## src/rtl/serial_add8_pkg.sv

```systemverilog
// Shared types and helpers for the bit-serial adder/subtractor.
package serial_add_pkg;

    typedef enum logic [1:0] {
        IDLE,
        SHIFT,
        DONE
    } state_t;

    localparam int unsigned W_DEF = 8;

    function automatic int unsigned clog2(input int unsigned n);
        int unsigned r;
        r = 0;
        while ((32'd1 << r) < n) r++;
        return (r == 0) ? 1 : r;
    endfunction

endpackage

```

## src/rtl/serial_add8_if.sv

```systemverilog
// Start/busy/done handshake plus operand and result buses for serial_add8.
interface serial_add8_if
    import serial_add_pkg::*;
#(
    parameter int unsigned W = W_DEF
) ();

    logic         start;
    logic         sub;
    logic [W-1:0] a;
    logic [W-1:0] b;
    logic         busy;
    logic         done;
    logic [W-1:0] s;
    logic         cout;
    logic         ovf;

    modport master (
        output start, sub, a, b,
        input  busy, done, s, cout, ovf
    );

    modport slave (
        input  start, sub, a, b,
        output busy, done, s, cout, ovf
    );

endinterface

```

## src/rtl/serial_add8_full_adder1.sv

```systemverilog
// One-bit full adder used as the serial bit slice.
module full_adder1 (
    input  logic x,
    input  logic y,
    input  logic ci,
    output logic sum,
    output logic co
);

    assign sum = x ^ y ^ ci;
    assign co  = (x & y) | (x & ci) | (y & ci);

endmodule

```

## src/rtl/serial_add8.sv

```systemverilog
// Bit-serial two's-complement add/subtract, LSB first, one bit per clock.
module serial_add8
    import serial_add_pkg::*;
#(
    parameter int unsigned W = W_DEF
) (
    input  logic           clk,
    input  logic           reset,
    serial_add8_if.slave   bus
);

    localparam int unsigned CW = clog2(W);

    state_t        state;
    logic [W-1:0]  a_sh;
    logic [W-1:0]  b_sh;
    logic          carry;
    logic [CW-1:0] cnt;
    logic          sbit;
    logic          nc;

    full_adder1 u_fa (
        .x   (a_sh[0]),
        .y   (b_sh[0]),
        .ci  (carry),
        .sum (sbit),
        .co  (nc)
    );

    always_ff @(posedge clk) begin
        if (reset) begin
            state    <= IDLE;
            bus.busy <= 1'b0;
            bus.done <= 1'b0;
            bus.s    <= '0;
            bus.cout <= 1'b0;
            bus.ovf  <= 1'b0;
            carry    <= 1'b0;
            cnt      <= '0;
            a_sh     <= '0;
            b_sh     <= '0;
        end else begin
            case (state)
                IDLE: begin
                    bus.done <= 1'b0;
                    if (bus.start) begin
                        // Subtraction is a + ~b + 1: invert b and seed the carry.
                        a_sh     <= bus.a;
                        b_sh     <= bus.sub ? ~bus.b : bus.b;
                        carry    <= bus.sub;
                        cnt      <= '0;
                        bus.cout <= 1'b0;
                        bus.ovf  <= 1'b0;
                        bus.busy <= 1'b1;
                        state    <= SHIFT;
                    end
                end
                SHIFT: begin
                    bus.s <= {sbit, bus.s[W-1:1]};
                    a_sh  <= a_sh >> 1;
                    b_sh  <= b_sh >> 1;
                    carry <= nc;
                    cnt   <= cnt + 1'b1;
                    if (cnt == CW'(W - 1)) begin
                        bus.ovf  <= carry ^ nc;
                        bus.cout <= nc;
                        bus.busy <= 1'b0;
                        bus.done <= 1'b1;
                        state    <= DONE;
                    end
                end
                DONE: begin
                    bus.done <= 1'b0;
                    state    <= IDLE;
                end
                default: begin
                    bus.busy <= 1'b0;
                    bus.done <= 1'b0;
                    state    <= IDLE;
                end
            endcase
        end
    end

endmodule

```

## src/flat_wrapper.sv

```systemverilog
// flat-port wrapper written by rule: the top's interface ports become plain ports
module serial_add8_flat import serial_add_pkg::*;
#(
    parameter int unsigned W = W_DEF
)
  (clk, reset, bus_start, bus_sub, bus_a, bus_b, bus_busy, bus_done, bus_s, bus_cout, bus_ovf);
  serial_add8_if #(.W(W)) bus_i ();
  input  logic clk;
  input  logic reset;
  input wire logic [$bits(bus_i.start)-1:0] bus_start;
  input wire logic [$bits(bus_i.sub)-1:0] bus_sub;
  input wire logic [$bits(bus_i.a)-1:0] bus_a;
  input wire logic [$bits(bus_i.b)-1:0] bus_b;
  output wire logic [$bits(bus_i.busy)-1:0] bus_busy;
  output wire logic [$bits(bus_i.done)-1:0] bus_done;
  output wire logic [$bits(bus_i.s)-1:0] bus_s;
  output wire logic [$bits(bus_i.cout)-1:0] bus_cout;
  output wire logic [$bits(bus_i.ovf)-1:0] bus_ovf;
  assign bus_i.start = bus_start;
  assign bus_i.sub = bus_sub;
  assign bus_i.a = bus_a;
  assign bus_i.b = bus_b;
  assign bus_busy = bus_i.busy;
  assign bus_done = bus_i.done;
  assign bus_s = bus_i.s;
  assign bus_cout = bus_i.cout;
  assign bus_ovf = bus_i.ovf;
  serial_add8 #(.W(W)) u_core (.clk(clk), .reset(reset), .bus(bus_i));
endmodule
```

## config.mk

```make
export PLATFORM = sky130hd
export DESIGN_NAME = serial_add8_flat
export DESIGN_NICKNAME = d
export VERILOG_FILES = /design/src/rtl/serial_add8_pkg.sv /design/src/rtl/serial_add8_if.sv /design/src/rtl/serial_add8_full_adder1.sv /design/src/rtl/serial_add8.sv /design/src/flat_wrapper.sv
export SDC_FILE = /design/constraint.sdc
export NUM_CORES = 1
export LEC_CHECK = 0
export CAP_MARGIN = 20
export CORE_UTILIZATION = 30
export DETAILED_ROUTE_END_ITERATION = 6
export SLEW_MARGIN = 20
export SYNTH_ARGS = -nofsm -noshare
export SYNTH_HDL_FRONTEND = slang
export SYNTH_HIERARCHICAL = 1
export SYNTH_SLANG_ARGS = --single-unit
```

## constraint.sdc

```tcl
create_clock -name clk -period 3 [get_ports clk]
set_clock_uncertainty 0.15 [all_clocks]
set_input_delay 0.6 -clock clk [delete_from_list [all_inputs] [get_ports clk]]
set_output_delay 0.6 -clock clk [all_outputs]
set_load 0.1 [all_outputs]
```

[After elaboration in Yosys (flattened, before gate mapping)]
Index checks and enable logic that the tools add are counted.
Cells by class
  $add $sub $neg: 1
  eq/ne operators: 5
  multiplexer cells: 20
  bitwise operators: 11
  reduce and logical (&&, ||, !) cells: 7
Operators with widths (count)
  $pmux 8 s2: 2
  $mux 8: 3
  $not 8->8: 1
  $mux 1: 6
  $pmux 1 s2: 3
  $pmux 3 s2: 1
  $reduce_and 3->1: 2
  $mux 2: 2
  $pmux 2 s2: 1
  $reduce_and 2->1: 2
  $add 3x1->3 const B: 1
  $and 1x1->1: 3
  $eq 3x3->1 const B: 1
  $mux 3: 1
  $pmux 1 s3: 1
  $xor 1x1->1: 3
  $eq 2x1->1 const B: 1
  $eq 2x2->1 const B: 1
  $logic_not 2->1: 1
  $ne 2x1->1 const B: 1
  $ne 2x2->1 const B: 1
  $not 1->1: 2
  $or 1x1->1: 2
  $reduce_bool 2->1: 1
  $reduce_or 2->1: 1
Word-level totals
  flip-flop bits (word level): 34
  input bits: 20
  output and inout bits: 12
  logic and storage cells: 54

[Logic depth before layout (Yosys ltp)]
Gate-level depths: netlist (run 1).
  word-level depth: 6
  mapped depth: 6
  gate-level depth less buffers: 5

[By module]
Netlist (run 1), hierarchy kept.
By module, submodules not included
  serial_add8: times used 1, cells an instance 163, area each 1502.7 um^2, sequential area each 680.7 um^2
  full_adder1: times used 1, cells an instance 1, area each 20.0 um^2, sequential area each 0.0 um^2

[Worst setup path before layout (run 1)]
OpenSTA, ideal clock, no wires.
  kind: reg-to-output
  start: register u_core.bus.busy
  end: output bus_busy
  arrival: 0.940 ns
  setup slack: 1.310 ns
  cell stages (with the launch flop): 1
  buffers on the path: 0
  cell sequence: dfxtp_1
RTL lines
  start: declaration: line serial_add8_if.sv:25  | output busy, done, s, cout, ovf
  start signal: assignment: line serial_add8.sv:33  | bus.busy <= 1'b0;
  start signal: assignment: line serial_add8.sv:54  | bus.busy <= 1'b1;
  start signal: assignment: line serial_add8.sv:67  | bus.busy <= 1'b0;
  end: declaration: line flat_wrapper.sv:14  | output wire logic [$bits(bus_i.busy)-1:0] bus_busy;
No word-level cell between the ends.

[Worst setup path after layout (run 1)]
  start: input bus_start
  end: register u_core.b_sh[4]
Between the ends
  longest elaborated chain between the ends: 2
Ends and longest elaborated chain
  start: declaration: line flat_wrapper.sv:10  | input wire logic [$bits(bus_i.start)-1:0] bus_start;
  $ne 2x2->1 (no line)
  $reduce_and 2->1 (no line)
  end signal: assignment: line serial_add8.sv:49  | b_sh <= bus.sub ? ~bus.b : bus.b;
  end signal: assignment: line serial_add8.sv:61  | b_sh <= b_sh >> 1;
  end: declaration: line serial_add8.sv:16  | logic [W-1:0] b_sh;
No other way between the ends.
A chain may end at the register's enable or synchronous reset.

==> results of run 1 <==
==> final timing paths <==
path / endpoint / cells after the start / slack [ns]
max: u_core/b_sh[4]$_SDFFE_PP0P_ / 3 / 1.03
min: u_core/bus.s[0]$_SDFFE_PP0N_ / 2 / 0.31
max reg2reg: u_core/b_sh[4]$_SDFFE_PP0P_ / 3 / 1.06
min reg2reg: u_core/bus.s[0]$_SDFFE_PP0N_ / 2 / 0.31
==> routing by layer <==
layer / vias up / global-route usage / wire length (µm)
li1: 621 / - / -
met1: 557 / 0.173 / 1500
met5: - / 0 / 0
met3: 7 / 0.0331 / 112
met2: 23 / 0.197 / 1350
met4: 0 / 0.0458 / 40
==> worst min-delay path, cell delays in order (launching register included) <==
cell and delay [ns]:
dfxtp_1 0.31, nand2_1 0.05, a21oi_1 0.05
==> registers in the layout, summed over array words and instances (netlist names) <==
register and flops:
u_core/cnt 3, u_core/carry 1, u_core/state 2, u_core/bus.done 1, u_core/b_sh 8, u_core/bus.busy 1
u_core/bus.s 8, u_core/bus.ovf 1, u_core/a_sh 8, u_core/bus.cout 1
==> cell families after synthesis <==
kind of cell,after synthesis,synth area share
XOR/XNOR,9,0.0518
buffers and inverters,15,0.0493
flip-flops,34,0.447
AND/OR/NAND/NOR,58,0.164
AO/OA/AOI/OAI,37,0.205
multiplexers,8,0.0526
adder cells (fa/ha/maj),3,0.0296
==> area by class of cell <==
cell class	count	area, µm²	share of cell area
sequential	34	681	0.352
clock inverter	2	12.5	0.00647
inverter	3	11.3	0.00583
tap	67	83.8	0.0434
multi-input combinational	115	767	0.397
timing repair buffer	33	295	0.153
clock buffer	6	82.6	0.0427
==> cells in the final DEF (no fill, tap or decap), types with 2 or more instances in the layout <==
master	Yosys	final
inv_1	3	3
o21bai_1	2	2
nor3_1	2	2
xnor2_1	8	8
a211oi_1	8	8
clkbuf_8	0	6
nand2_1	19	19
o32ai_1	2	2
clkdlybuf4s50_1	0	19
dfxtp_1	34	34
nand2b_1	3	3
a2111oi_2	7	7
nor2_1	30	30
mux2i_1	8	8
buf_4	3	14
ha_1	2	2
a22oi_1	3	3
a21oi_1	13	13
==> per-stage QoR <==
stage | hold slack, ns | instance area (µm²) | utilization | instances | total power [W]
floorplan | 0.282 | 1520 | - | 164 | 0.000627
global placement | 0.294 | 1840 | 0.382 | 252 | 0.000675
detailed placement | 0.304 | 1840 | 0.382 | 252 | 0.000677
CTS | 0.315 | 1930 | 0.401 | 260 | 0.00103
global route | 0.345 | 1930 | 0.401 | 260 | 0.00107
finish | 0.309 | 1930 | 0.401 | 260 | 0.00102
==> power by group <==
group	leakage [nW]	switching [W]	internal (W)
sequential	0.279	0.0000162	0.000478
clock	0.0472	0.000165	0.000184
combinational	0.399	0.0000974	0.0000740
==> impl_metrics.json, run 1 <==
{
  "post-dp-hpwl_um": 2010,
  "critPathMaxFanout": 8,
  "finalNetCount": 215,
  "yosysUniqueCellTypes": 27,
  "synth-seq-cells": 34,
  "power.leakage_nw": 0.726,
  "min_from": "u_core/bus.s[0]$_SDFFE_PP0N_",
  "vdd_drop_max_mv": 0.227,
  "grt_max_degree": 37,
  "post-cts-setup-buffers": 0,
  "grt_pass1_wl_um": 5290,
  "required_ns": 2.98,
  "holdCritPathClass": "flop to flop",
  "synth_common_cells": "dfxtp_1 (34), nor2_1 (30), nand2_1 (19)",
  "wirelength_um": 3000,
  "cp_top_family": "buffers and inverters",
  "async_reset_ff_frac": 0,
  "outcome": "completed",
  "cts_made_buffers": 5,
  "cap_viol_max_count": 0,
  "antennaDiodeCount": 0,
  "cts_resized": 0,
  "ys.flop_type": "dfxtp_1",
  "firstDrtPassIters": 4,
  "synth_edf_count": 0,
  "drive_gt1_frac": 0.166,
  "synth.net_count": 187,
  "ios": 32,
  "core.rowCount": 25,
  "synth_warnings": 6,
  "cp-startpoint": "bus_start",
  "postRouteAntennaNets": 0,
  "hold_buffers": 0,
  "syn_area_um2": 1520,
  "routed_via_density": 4.65,
  "track_usage": 0.128,
  "postSynthAreaPerCell_um2": 9.28,
  "die-height_um": 73.2,
  "cp_cell_sequence": "clkdlybuf4s50_1 > nor3b_4 > a2111oi_2",
  "clk_pin_slew_ns": 0.07,
  "seq_area_frac_synth": 0.447,
  "cp.buffers_inverters": 1,
  "dieArea_um2": 5360,
  "setup-violations-final": 0,
  "ys_top_cells_by_area": "dfxtp_1 (45%), nor2_1 (7.4%), a2111oi_2 (6.9%), mux2i_1 (5.3%), nand2_1 (4.7%)",
  "relSlewSlack": 0.488,
  "overflow": 0,
  "critPathKind": "input pin to flop",
  "wl_per_cell_um": 11.6,
  "core-area_um2": 4820,
  "hold_violations": 0,
  "route.detailed.drc": 0,
  "crit_arrival_ns": 1.95,
  "clock-sinks": 34,
  "rsz0062_at_grt": "no",
  "syn_to_final_growth_pct": 27.0,
  "fin_crit_sh": 0.656,
  "fin_setup_tns_ns": 0,
  "cts_tree": "built",
  "tightest_slew_ns": 0.768,
  "min_period_ns": 1.97,
  "first_global_vias": 1147,
  "cts_max_level": 2,
  "cts.path.max_buffers": 2,
  "r2r-start": "u_core/state[1]$_SDFFE_PP0P_",
  "fmax_mhz": 508,
  "syn_inst": 164,
  "start_util": 0.316,
  "num_vias": 1208,
  "clkLatencyLatePin_ns": 0.28,
  "cellPowerDensity_nw_per_um2": 525,
  "fp.dieW_um": 73.2,
  "worstSetupStartpointType": "input pin",
  "root_buffer": "clkbuf_8",
  "synth.top_cell.area_share": 0.447,
  "crit_path_max_incr_delay_ns": 0.62,
  "drtIter0Drc": 84,
  "synth_top_cell_by_area": "dfxtp_1",
  "place.port_buffers": 31,
  "endpoint_kind": "flop",
  "pre_cts_slack_ns": 0.756,
  "synth_most_common_cell": "dfxtp_1",
  "gp_congestion": 0.662,
  "n_fill_cell": 520,
  "slew_viol_final": 0,
  "cp_slowest_cell": "clkdlybuf4s50_1",
  "setup_slack_ns": 1.03,
  "grt_antenna_before_repair": 0
}
Power figures use the tool's default switching activity.
==> run 2, diff against run 1 <==
- clock period: 3 -> 1.9 ns (I/O delays scaled with it)
==> impl_metrics.json, run 2 (synthesis gave the netlist of run 1 again) <==
{
  "overflow": 0,
  "grt_pass1_wl_um": 5060,
  "r2r-start": "u_core/state[1]$_SDFFE_PP0P_",
  "finalNetCount": 222,
  "fmax_mhz": 629,
  "final_util": 0.450,
  "crit_arrival_ns": 1.63,
  "firstDrtPassIters": 4,
  "hold_buffers": 0,
  "power.leakage_nw": 0.808,
  "clk_pin_slew_ns": 0.07,
  "setup-violations-final": 0,
  "clkLatencyLatePin_ns": 0.28,
  "die-height_um": 73.2,
  "post-dp-hpwl_um": 2050,
  "hold_ws_ns": 0.315,
  "mostFrequentLayoutCells": "dfxtp_1 (34), nor2_1 (30), clkdlybuf4s50_1 (19), nand2_1 (19), buf_12 (15)",
  "critPathMaxFanout": 16,
  "wl_per_cell_um": 11.1,
  "ios": 32,
  "route.detailed.drc": 0,
  "cap_viol_max_count": 0,
  "total_power_w": 0.00163,
  "vdd_drop_max_mv": 0.351,
  "cts_tree": "built",
  "cellPowerDensity_nw_per_um2": 753,
  "start_util": 0.316,
  "p_int_w": 0.00120,
  "cts_made_buffers": 5,
  "cp_cell_sequence": "clkdlybuf4s50_1 > o21ba_4 > buf_12 > nor2_1 > a211oi_1",
  "gp_congestion": 0.698,
  "final_common_cell": "dfxtp_1",
  "wirelength_um": 2960,
  "stdcell_area_um2": 2170,
  "comb_power_share": 0.185,
  "rsz0062_at_grt": "no",
  "critPathKind": "input pin to flop",
  "crit_path_max_incr_delay_ns": 0.60,
  "post-cts-setup-buffers": 0,
  "fin_setup_tns_ns": 0,
  "routed_via_density": 4.57,
  "cts_max_level": 2,
  "reg2regPathDepth": 4,
  "outcome": "completed",
  "holdCritPathClass": "flop to flop",
  "hold_path_end": "u_core/b_sh[7]$_SDFFE_PP0P_",
  "min_from": "u_core/b_sh[7]$_SDFFE_PP0P_",
  "core-area_um2": 4820,
  "seq_power_share": 0.482,
  "postRouteAntennaNets": 0,
  "clock-sinks": 34,
  "root_buffer": "clkbuf_8",
  "place.port_buffers": 31,
  "dieArea_um2": 5360,
  "cts.path.max_buffers": 2,
  "cp_slowest_cell": "clkdlybuf4s50_1",
  "tightest_slew_ns": 0.377,
  "antennaDiodeCount": 0,
  "placedInstanceArea_um2": 2080,
  "required_ns": 1.94,
  "p_switching_w": 0.000435,
  "track_usage": 0.126,
  "first_global_vias": 1143,
  "hold_violations": 0,
  "grt_max_degree": 37,
  "fin_crit_sh": 0.836,
  "rrSetupSlack_ns": 0.32,
  "endpoint_kind": "flop",
  "p_clk_frac": 0.333,
  "fp.dieW_um": 73.2,
  "worstReg2RegEnd": "u_core/b_sh[4]$_SDFFE_PP0P_",
  "drtIter0Drc": 36,
  "worstSetupStartpointType": "input pin",
  "grt_antenna_before_repair": 0,
  "drive_gt1_frac": 0.190,
  "relSlewSlack": 0.749,
  "num_vias": 1219,
  "worstHoldPathCells": 2,
  "core.rowCount": 25,
  "cts_resized": 0,
  "switching_share": 0.266,
  "min_period_ns": 1.59,
  "slew_viol_final": 0,
  "syn_to_final_growth_pct": 42.5,
  "reg_top3": "u_core/a_sh (8), u_core/b_sh (8), u_core/bus.s (8)"
}
==> run 2: cell types whose count changed in the layout (fill, tap and decap cells not counted), sizes merged <==
cell / previous run / this run
buf: 14 / 21
clkinvlp: 1 / 0
clkbuf: 6 / 7
==> run 2: per-stage QoR <==
step           instances  worst slack (ns)
2_1_floorplan        164             0.388
3_3_place_gp         259            0.0667
3_5_place_dp         259            0.0179
4_1_cts              267             0.315
5_1_grt              267             0.227
6_report             267             0.311
==> run 2: routing by layer <==
layer / vias to the layer above / wire length, µm / global-route usage
li1: 631 / - / -
met2: 24 / 1340 / 0.195
met5: - / 0 / 0
met4: 0 / 40 / 0.0588
met3: 6 / 129 / 0.0566
met1: 558 / 1450 / 0.149
==> run 2: final cells by class <==
cell class | count | area (µm²)
clock buffer | 7 | 86.3
multi-input combinational | 115 | 767
clock inverter | 1 | 5.00
sequential | 34 | 681
tap | 67 | 83.8
inverter | 3 | 11.3
fill | 503 | 2650
timing repair buffer | 40 | 536
==> run 2: critical path: cells and delay by family <==
kind	cells	cell delay, ns
buffers and inverters	2	0.75
AO/OA/AOI/OAI	2	0.45
AND/OR/NAND/NOR	1	0.04
==> run 2: power groups by stage <==
stage	clock network [W]	logic [W]	registers [W]
2_1_floorplan	0	0.000160	0.000830
3_3_place_gp	0	0.000304	0.000803
3_5_place_dp	0	0.000306	0.000803
4_1_cts	0.000560	0.000307	0.000788
5_1_grt	0.000599	0.000328	0.000794
6_report	0.000543	0.000303	0.000787
==> run 2: worst max-delay path by stage <==
| stage | startpoint | to | slack, ns | depth (start not counted) |
|---|---|---|---|---|
| finish | bus_start | u_core/a_sh[0]$_SDFFE_PP0P_ | 0.31 | 5 |
| detailed placement | bus_start | u_core/a_sh[0]$_SDFFE_PP0P_ | 0.02 | 5 |
| global placement | bus_start | u_core/a_sh[3]$_SDFFE_PP0P_ | 0.07 | 5 |
| floorplan | u_core/bus.cout$_SDFFE_PP0P_ | u_core/bus.cout$_SDFFE_PP0P_ | 0.39 | 2 |
| CTS | bus_start | u_core/a_sh[0]$_SDFFE_PP0P_ | 0.32 | 5 |
| global route | bus_start | u_core/a_sh[0]$_SDFFE_PP0P_ | 0.23 | 5 |
==> run 3, diff against run 2 <==
- clock period: 1.9 -> 1.6 ns (I/O delays scaled with it)
==> impl_metrics.json, run 3 (synthesis gave the netlist of run 1 again) <==
{
  "outcome": "completed",
  "drtIter0Drc": 60,
  "holdCritPathClass": "flop to flop",
  "critPathKind": "flop to flop",
  "antennaDiodeCount": 0,
  "first_global_vias": 1139,
  "worstReg2RegEnd": "u_core/bus.ovf$_SDFFE_PP0P_",
  "mostFrequentLayoutCells": "dfxtp_1 (34), nor2_1 (30), nand2_1 (19)",
  "dp_cells": 262,
  "slew_viol_final": 0,
  "clkLatencyLatePin_ns": 0.29,
  "syn_to_final_growth_pct": 43.5,
  "route.detailed.drc": 0,
  "p_int_w": 0.00137,
  "hold_ws_ns": 0.310,
  "p_clk_frac": 0.312,
  "fin_crit_sh": 0.911,
  "track_usage": 0.129,
  "final_common_cell": "dfxtp_1",
  "gp_congestion": 0.734,
  "cts_tree": "built",
  "die-height_um": 73.2,
  "cts_max_level": 2,
  "comb_power_share": 0.194,
  "r2r-start": "u_core/b_sh[0]$_SDFFE_PP0P_",
  "postRouteAntennaNets": 0,
  "worstSetupStartpointType": "flop",
  "cts_made_buffers": 5,
  "required_ns": 1.64,
  "cts.path.max_buffers": 2,
  "vdd_drop_max_mv": 0.394,
  "setup_slack_ns": 0.142,
  "root_buffer": "clkbuf_8",
  "endpoint_kind": "flop",
  "firstDrtPassIters": 4,
  "wirelength_um": 2970,
  "num_vias": 1232,
  "total_power_w": 0.00189,
  "seq_power_share": 0.494,
  "dieArea_um2": 5360,
  "wl_per_cell_um": 11.0,
  "finalNetCount": 225,
  "drive_gt1_frac": 0.208,
  "pre_cts_slack_ns": -0.229,
  "tightest_slew_ns": 0.324,
  "reg2regPathDepth": 3,
  "core.rowCount": 25,
  "critPathMaxFanout": 3,
  "overflow": 0,
  "post-cts-setup-buffers": 0,
  "ios": 32,
  "grt_antenna_before_repair": 0,
  "rsz0062_at_grt": "no",
  "cap_viol_max_count": 0,
  "rrSetupSlack_ns": 0.14,
  "start_util": 0.316,
  "final_util": 0.454,
  "grt_pass1_wl_um": 5200,
  "power.leakage_nw": 0.828,
  "fp.dieW_um": 73.2,
  "hold_violations": 0,
  "routed_via_density": 4.58,
  "fin_cells": 269,
  "min_period_ns": 1.46,
  "clk_pin_slew_ns": 0.06,
  "p_switching_w": 0.000519,
  "fmax_mhz": 686,
  "core-area_um2": 4820,
  "reg_top3": "u_core/a_sh (8), u_core/b_sh (8), u_core/bus.s (8)",
  "relSlewSlack": 0.783,
  "cellPowerDensity_nw_per_um2": 866,
  "endpoint": "u_core/bus.ovf$_SDFFE_PP0P_",
  "clock-sinks": 34,
  "place.port_buffers": 31,
  "switching_share": 0.275,
  "grt_max_degree": 37,
  "crit_arrival_ns": 1.50,
  "post-dp-hpwl_um": 2080,
  "cp-startpoint": "u_core/b_sh[0]$_SDFFE_PP0P_",
  "setup-violations-final": 0
}
run 3: changes by cell type in the layout (fill, tap and decap cells not counted):
| cell | delta |
|---|---|
| nand2b_2 | +1 |
| dlymetal6s2s_1 | +1 |
| clkinv_2 | +1 |
| clkbuf_8 | -1 |
| clkbuf_1 | -1 |
| clkdlybuf4s50_1 | -1 |
| buf_4 | +3 |
| nand2b_1 | -1 |
run 3: routing by layer:
layer | track usage | up-vias | share of wire
met4 | 0.0588 | 0 | 0.018
met5 | 0 | - | 0
met1 | 0.172 | 557 | 0.49
li1 | - | 640 | -
met3 | 0.0456 | 6 | 0.054
met2 | 0.184 | 29 | 0.43
run 3: worst min-delay path by stage:
stage / from / endpoint / slack, ns / depth (start not counted)
3_3_place_gp: u_core/b_sh[7]$_SDFFE_PP0P_ / u_core/b_sh[7]$_SDFFE_PP0P_ / 0.30 / 2
4_1_cts: u_core/b_sh[7]$_SDFFE_PP0P_ / u_core/b_sh[7]$_SDFFE_PP0P_ / 0.31 / 2
6_report: u_core/b_sh[7]$_SDFFE_PP0P_ / u_core/b_sh[7]$_SDFFE_PP0P_ / 0.31 / 2
5_1_grt: bus_start / u_core/state[0]$_SDFFE_PP0P_ / 0.34 / 3
2_1_floorplan: u_core/b_sh[7]$_SDFFE_PP0P_ / u_core/b_sh[7]$_SDFFE_PP0P_ / 0.28 / 2
3_5_place_dp: u_core/b_sh[7]$_SDFFE_PP0P_ / u_core/b_sh[7]$_SDFFE_PP0P_ / 0.31 / 2
run 3: worst max-delay path: stages, from the launching register on:
cell and delay (ns):
dfxtp_1 0.33, fa_1 0.51, xnor2_1 0.16, o32ai_1 0.22
run 3: area by class of cell:
type | count | area (µm²)
tap | 67 | 83.8
clock inverter | 2 | 10.0
timing repair buffer | 43 | 561
sequential | 34 | 681
clock buffer | 5 | 68.8
inverter | 3 | 11.3
fill | 482 | 2630
multi-input combinational | 115 | 769
run 3: power by group through the flow:
stage	registers [W]	clock network, W	logic, W
2_1_floorplan	0.000985	0	0.000190
3_3_place_gp	0.000953	0	0.000364
3_5_place_dp	0.000952	0	0.000369
4_1_cts	0.000933	0.000610	0.000370
5_1_grt	0.000940	0.000652	0.000399
6_report	0.000934	0.000590	0.000366
run 3: metrics by stage:
stage,setup TNS (ns),instance area (µm²)
floorplan,0,1520
global placement,-2.93,2100
detailed placement,-3.49,2100
CTS,0,2180
global route,0,2180
finish,0,2180
run 3: repair_timing:
action | 4_1_cts | 5_1_grt
setup endpoints to repair | 0 | 1
hold buffers | 0 | 0
gates resized for setup | 0 | 2
